File: config.mk
export PLATFORM = sky130hd
export DESIGN_NAME = fir_out_requant
export DESIGN_NICKNAME = d
export VERILOG_FILES = /design/src/rtl/fir_pkg.sv /design/src/rtl/fir_out_requant_sync_fifo.sv /design/src/rtl/fir_out_requant.sv
export SDC_FILE = /design/constraint.sdc
export NUM_CORES = 1
export LEC_CHECK = 0
export CAP_MARGIN = 10
export CORE_AREA = 2 2 138 73
export CTS_CLUSTER_DIAMETER = 100
export DETAILED_ROUTE_END_ITERATION = 12
export DIE_AREA = 0 0 140 75
export PLACE_DENSITY = 0.57
export SLEW_MARGIN = 20
export SYNTH_ARGS = -nofsm -noshare
export SYNTH_HDL_FRONTEND = slang
export SYNTH_SLANG_ARGS = --single-unit
export TNS_END_PERCENT = 30
File: constraint.sdc
create_clock -name clk100 -period 4.4 [get_ports clk100]
set_input_delay 0.66 -clock clk100 [delete_from_list [all_inputs] [get_ports clk100]]
set_output_delay 0.66 -clock clk100 [all_outputs]
set_load 0.05 [all_outputs]
File: src/rtl/fir_pkg.sv
// Shared widths, limits and types for the FIR output requantiser.
package fir_pkg;
  localparam int ACC_W       = 22;
  localparam int SAMPLE_W    = 12;
  localparam int ACC_FRAC    = 18;
  localparam int SAMPLE_FRAC = 10;

  localparam logic [SAMPLE_W-1:0] SAMPLE_MAX = 12'h7FF;
  localparam logic [SAMPLE_W-1:0] SAMPLE_MIN = 12'h800;

  typedef logic signed [ACC_W-1:0]    acc_t;
  typedef logic signed [SAMPLE_W-1:0] sample_t;
endpackage

File: src/rtl/fir_out_requant_sync_fifo.sv
// Power-of-2 synchronous FIFO; a push while full is accepted
// only when a pop happens on the same edge.
module sync_fifo
  import fir_pkg::*;
#(
  parameter int W     = SAMPLE_W,
  parameter int DEPTH = 4,
  parameter int CNT_W = $clog2(DEPTH) + 1
) (
  input  logic             clk100,
  input  logic             rstn,
  input  logic             push,
  input  logic             pop,
  input  logic [W-1:0]     din,
  output logic [W-1:0]     dout,
  output logic             full,
  output logic             empty,
  output logic [CNT_W-1:0] fill
);
  localparam int AW = $clog2(DEPTH);

  logic [W-1:0]     mem [DEPTH];
  logic [AW-1:0]    wr_ptr;
  logic [AW-1:0]    rd_ptr;
  logic [CNT_W-1:0] cnt;
  logic             do_push;
  logic             do_pop;

  assign full    = (cnt == CNT_W'(DEPTH));
  assign empty   = (cnt == '0);
  assign fill    = cnt;
  assign do_pop  = pop & ~empty;
  assign do_push = push & (~full | do_pop);
  assign dout    = empty ? '0 : mem[rd_ptr];

  always_ff @(posedge clk100) begin
    if (!rstn) begin
      wr_ptr <= '0;
      rd_ptr <= '0;
      cnt    <= '0;
    end else begin
      if (do_push) wr_ptr <= wr_ptr + 1'b1;
      if (do_pop)  rd_ptr <= rd_ptr + 1'b1;
      if (do_push && !do_pop)
        cnt <= cnt + 1'b1;
      else if (!do_push && do_pop)
        cnt <= cnt - 1'b1;
    end
  end

  always_ff @(posedge clk100) begin
    if (do_push) mem[wr_ptr] <= din;
  end
endmodule

File: src/rtl/fir_out_requant.sv
// Requantise FIR accumulator to Q.10 samples, buffered for the sink.
// Optional sat_count port: define FIR_REQUANT_SATCNT_EN.
module fir_out_requant
  import fir_pkg::*;
#(
  parameter int IN_W  = ACC_W,
  parameter int OUT_W = SAMPLE_W,
  parameter int SHIFT = ACC_FRAC - SAMPLE_FRAC,
  parameter int DEPTH = 4,
  parameter int CNT_W = $clog2(DEPTH) + 1
) (
  input  logic             clk100,
  input  logic             rstn,
  input  logic             in_valid,
  input  logic [IN_W-1:0]  in_data,
  output logic             out_valid,
  input  logic             out_ready,
  output logic [OUT_W-1:0] out_data,
  output logic             sat_pulse,
  output logic             ovf_pulse,
`ifdef FIR_REQUANT_SATCNT_EN
  output logic [CNT_W-1:0] fill,
  output logic [15:0]      sat_count
`else
  output logic [CNT_W-1:0] fill
`endif
);
  localparam int SW = IN_W + 1;
  localparam int QW = SW - SHIFT;
  localparam int QMAX_I = (1 << (OUT_W - 1)) - 1;
  localparam int QMIN_I = -(1 << (OUT_W - 1));

  localparam logic signed [QW-1:0] QMAX = QW'(QMAX_I);
  localparam logic signed [QW-1:0] QMIN = QW'(QMIN_I);
  localparam logic [SW-1:0] RND = SW'(1) << (SHIFT - 1);
  localparam logic [OUT_W-1:0] RMAX =
    {1'b0, {(OUT_W-1){1'b1}}};
  localparam logic [OUT_W-1:0] RMIN =
    {1'b1, {(OUT_W-1){1'b0}}};

  logic                    v1;
  logic signed [SW-1:0]    sum;
  logic signed [QW-1:0]    q;
  logic [OUT_W-1:0]        res_c;
  logic                    sat_c;
  logic                    v2;
  logic                    sat2;
  logic [OUT_W-1:0]        res2;
  logic                    pop;
  logic                    full;
  logic                    empty;
  logic                    sat_wr;

  // Extra sign bit keeps the rounding add from wrapping at +max.
  always_ff @(posedge clk100) begin
    if (!rstn) begin
      v1  <= 1'b0;
      sum <= '0;
    end else begin
      v1 <= in_valid;
      if (in_valid)
        sum <= {in_data[IN_W-1], in_data} + RND;
    end
  end

  assign q = $signed(sum[SW-1:SHIFT]);

  always_comb begin
    sat_c = 1'b0;
    res_c = q[OUT_W-1:0];
    unique case (1'b1)
      (q > QMAX): begin
        sat_c = 1'b1;
        res_c = RMAX;
      end
      (q < QMIN): begin
        sat_c = 1'b1;
        res_c = RMIN;
      end
      default: ;
    endcase
  end

  always_ff @(posedge clk100) begin
    if (!rstn) begin
      v2   <= 1'b0;
      sat2 <= 1'b0;
      res2 <= '0;
    end else begin
      v2 <= v1;
      if (v1) begin
        sat2 <= sat_c;
        res2 <= res_c;
      end
    end
  end

  assign out_valid = ~empty;
  assign pop       = out_valid & out_ready;
  assign sat_wr    = v2 & sat2 & (~full | pop);

  always_ff @(posedge clk100) begin
    if (!rstn) begin
      sat_pulse <= 1'b0;
      ovf_pulse <= 1'b0;
    end else begin
      sat_pulse <= sat_wr;
      ovf_pulse <= v2 & full & ~pop;
    end
  end

`ifdef FIR_REQUANT_SATCNT_EN
  always_ff @(posedge clk100) begin
    if (!rstn)
      sat_count <= '0;
    else if (sat_wr && sat_count != 16'hFFFF)
      sat_count <= sat_count + 16'd1;
  end
`endif

  sync_fifo #(
    .W     (OUT_W),
    .DEPTH (DEPTH),
    .CNT_W (CNT_W)
  ) u_fifo (
    .clk100 (clk100),
    .rstn   (rstn),
    .push   (v2),
    .pop    (pop),
    .din    (res2),
    .dout   (out_data),
    .full   (full),
    .empty  (empty),
    .fill   (fill)
  );
endmodule
==> results.toml <==
[die]
row_count = 25
initial_core_util_pct = 39.29
die-area_um2 = 10500
die_w_um = 140
core-area_um2 = 9228
ios = 44
die_y_um = 75

[power]
power.density_nw_per_um2 = 575.4
power_leakage_nw = 1.554
vdd.ir_drop.worst_uv = 215.2
finalPower_mw = 2.535

[global_routing]
grt_overflow = 0
grt_max_degree = 42
grt_usage_pct = 14.18
grt_pass1_vias = 2065
antenna_found_initial = 0
grt_first_pass_wirelength_mm = 10.92

[clocking]
cts_made_buffers = 9
cts_tree = "yes"
clkTransAtPathRegs_ps = 60
postCtsHoldBufs = 0
htreeDepth = 3
clock-root-buffer = "clkbuf_16"
clock_path_buffers = 2
postCtsSetupBuffers = 0
insertion_delay_ps = 330
clock_sinks = 89
ctsResizeCount = 0

[timing]
finalCritPeriodShare_pct = 76.86
worstMarginPinSlew_ps = 895.1
layout_setup_ws_ps = 1018
rsz0062_at_grt = "no"
maxSlewViolCount = 0
skew_ps = 6.777
fmax_mhz = 295.7
fin_tns_setup_ps = 0
hold_violations = 0
maxSlewHeadroom_pct = 40.14
setup_violations = 0
min_period_ps = 3382
fin_hold_ws_ps = 481.0

[setup_path]
cp_max_fo = 12
worstSetupPathType = "register to output pin"
cpMaxStageDelayCell = "dfxtp_1"
path_delay_family = "flip-flops"
arrival_ps = 2720
cp-end-kind = "output pin"
crit_chain = "mux4_2, and2_1, clkdlybuf4s50_1"
crit_required_ps = 3740
cp-start-kind = "register"
path_buf_inv = 1
slowest_delay_ps = 890

[finish]
stdcell_area_um2 = 4405
stdcell_count = 437
seqCellArea_um2 = 2262
final_nets = 344
drive_above_1_share_pct = 10.76
multiInputGateArea_um2 = 1280
antenna_cells = 0
final_util_pct = 47.74
fillerInstances = 826
area_delta_synth_final_pct = 21.50

[detailed_routing]
drtPass1Iterations = 8
wirelength_mm = 6.600
drt_iter0_drc = 146
wl_per_cell_um = 15.10
via_count = 2130
drc_errors = 2
vias_per_cell = 4.874
antenna_left = 0

[logic_synthesis]
syn_nets = 310
synth_cell_type_count = 32
synthCells = 277
synth.avg_cell_area_um2 = 13.09
syn_area_um2 = 3626
synth.ff_latch_count = 89
yosys_warnings = 0
async_reset_ff_share_pct = 0
ys.flop_type = "edfxtp_1"
ys_seq_area_share_pct = 62.39
synth_edf_count = 48

[place]
place_area_um2 = 4083
place_ws_ps = 1301
placedCellCount = 421
hpwl_mm = 4.623
portBuffers = 36
gp_congestion = 0.7455

[min_path]
hold_path_class = "register to register"

[outcome]
violations = "DRC"
status = "finished, violations left"

[job]
maxCapViolCount = 0
-- flip-flops by register name (all words and copies together) (netlist names), named ones only --
name,count
u_fifo.wr_ptr,2
sum,15
res2,12
sat2,1
v2,1
ovf_pulse,1
u_fifo.rd_ptr,2
u_fifo.fill,3
u_fifo.mem,48
v1,1
sat_pulse,1
-- cells by family (layout without fill, tap and decap cells) --
family	Yosys count	after routing	synth area share, %
compound gates	52	52	7.764
buf+inv	21	60	2.312
flops	89	89	62.39
mux	16	16	8.558
simple gates	74	74	12.01
fa+ha+maj	7	7	2.622
xor+xnor	18	18	4.348
-- layout by cell type, fill, tap and decap left out, types with 6 or more instances in the layout --
master	count
a21oi_1	23
and2_1	23
clkbuf_16	9
clkdlybuf4s50_1	35
dfxtp_1	41
edfxtp_1	48
ha_1	6
inv_1	7
mux4_2	12
nand2_1	9
nand3_1	6
nor2_1	14
o21ai_0	24
xnor2_1	16
-- cells in the mapped netlist (2+ instances only) --
cell / n / area [µm²]
nor2b_1: 5 / 31.28
mux4_2: 12 / 270.3
and2_1: 23 / 143.9
xnor2_1: 16 / 140.1
clkbuf_1: 11 / 41.29
dfxtp_1: 41 / 820.8
o21ai_0: 24 / 120.1
a21oi_1: 23 / 115.1
nor3_1: 5 / 25.02
nand2_1: 9 / 33.78
nand3_1: 6 / 30.03
o211a_1: 3 / 30.03
nor4_2: 2 / 25.02
nand3_2: 2 / 20.02
edfxtp_1: 48 / 1441
inv_1: 7 / 26.28
mux2i_1: 4 / 40.04
ha_1: 6 / 75.07
or3_1: 2 / 12.51
nor2_1: 14 / 52.55
xor2_1: 2 / 17.52
and3_1: 2 / 12.51
-- worst register-to-register path: stages, from the launching register on --
cell	delay (ps)
dfxtp_1	370
or3_1	590
nand2_1	210
ha_1	200
inv_1	60
fa_1	370
xor2_1	160
or3_1	300
a21boi_0	150
-- report_power, final --
group          switching [mW]  internal [mW]
combinational           0.451          0.282
sequential             0.0650          0.926
clock                   0.299          0.512
total                   0.815           1.72
-- cell type report --
cell class,count,share of cell area (%)
Sequential cell,89,51.35
Multi-Input combinational cell,167,29.05
Timing Repair Buffer,37,8.236
Clock buffer,11,5.510
Tap cell,121,3.437
Clock inverter,5,1.818
Inverter,7,0.5964
-- worst paths after layout --
check | from | endpoint | slack [ps] | cells after the start
worst max-delay path | register | out_data[0] | 1020 | 3
worst min-delay path | sum[9]$_SDFFE_PN0P_ | sum[9]$_SDFFE_PN0P_ | 480 | 1
worst max register to register | u_fifo.fill[0]$_SDFFE_PN0P_ | u_fifo.fill[2]$_SDFFE_PN0P_ | 1940 | 8
worst min register to register | sum[9]$_SDFFE_PN0P_ | sum[9]$_SDFFE_PN0P_ | 480 | 1
-- per-layer routing --
layer	global-route usage [%]	wire length, µm	up-vias
met5	0	0	-
met4	3.704	40	0
met3	5.471	270	5
met2	19.87	2536	35
met1	20.69	3753	1023
li1	-	-	1067
Power figures use the tool's default switching activity.
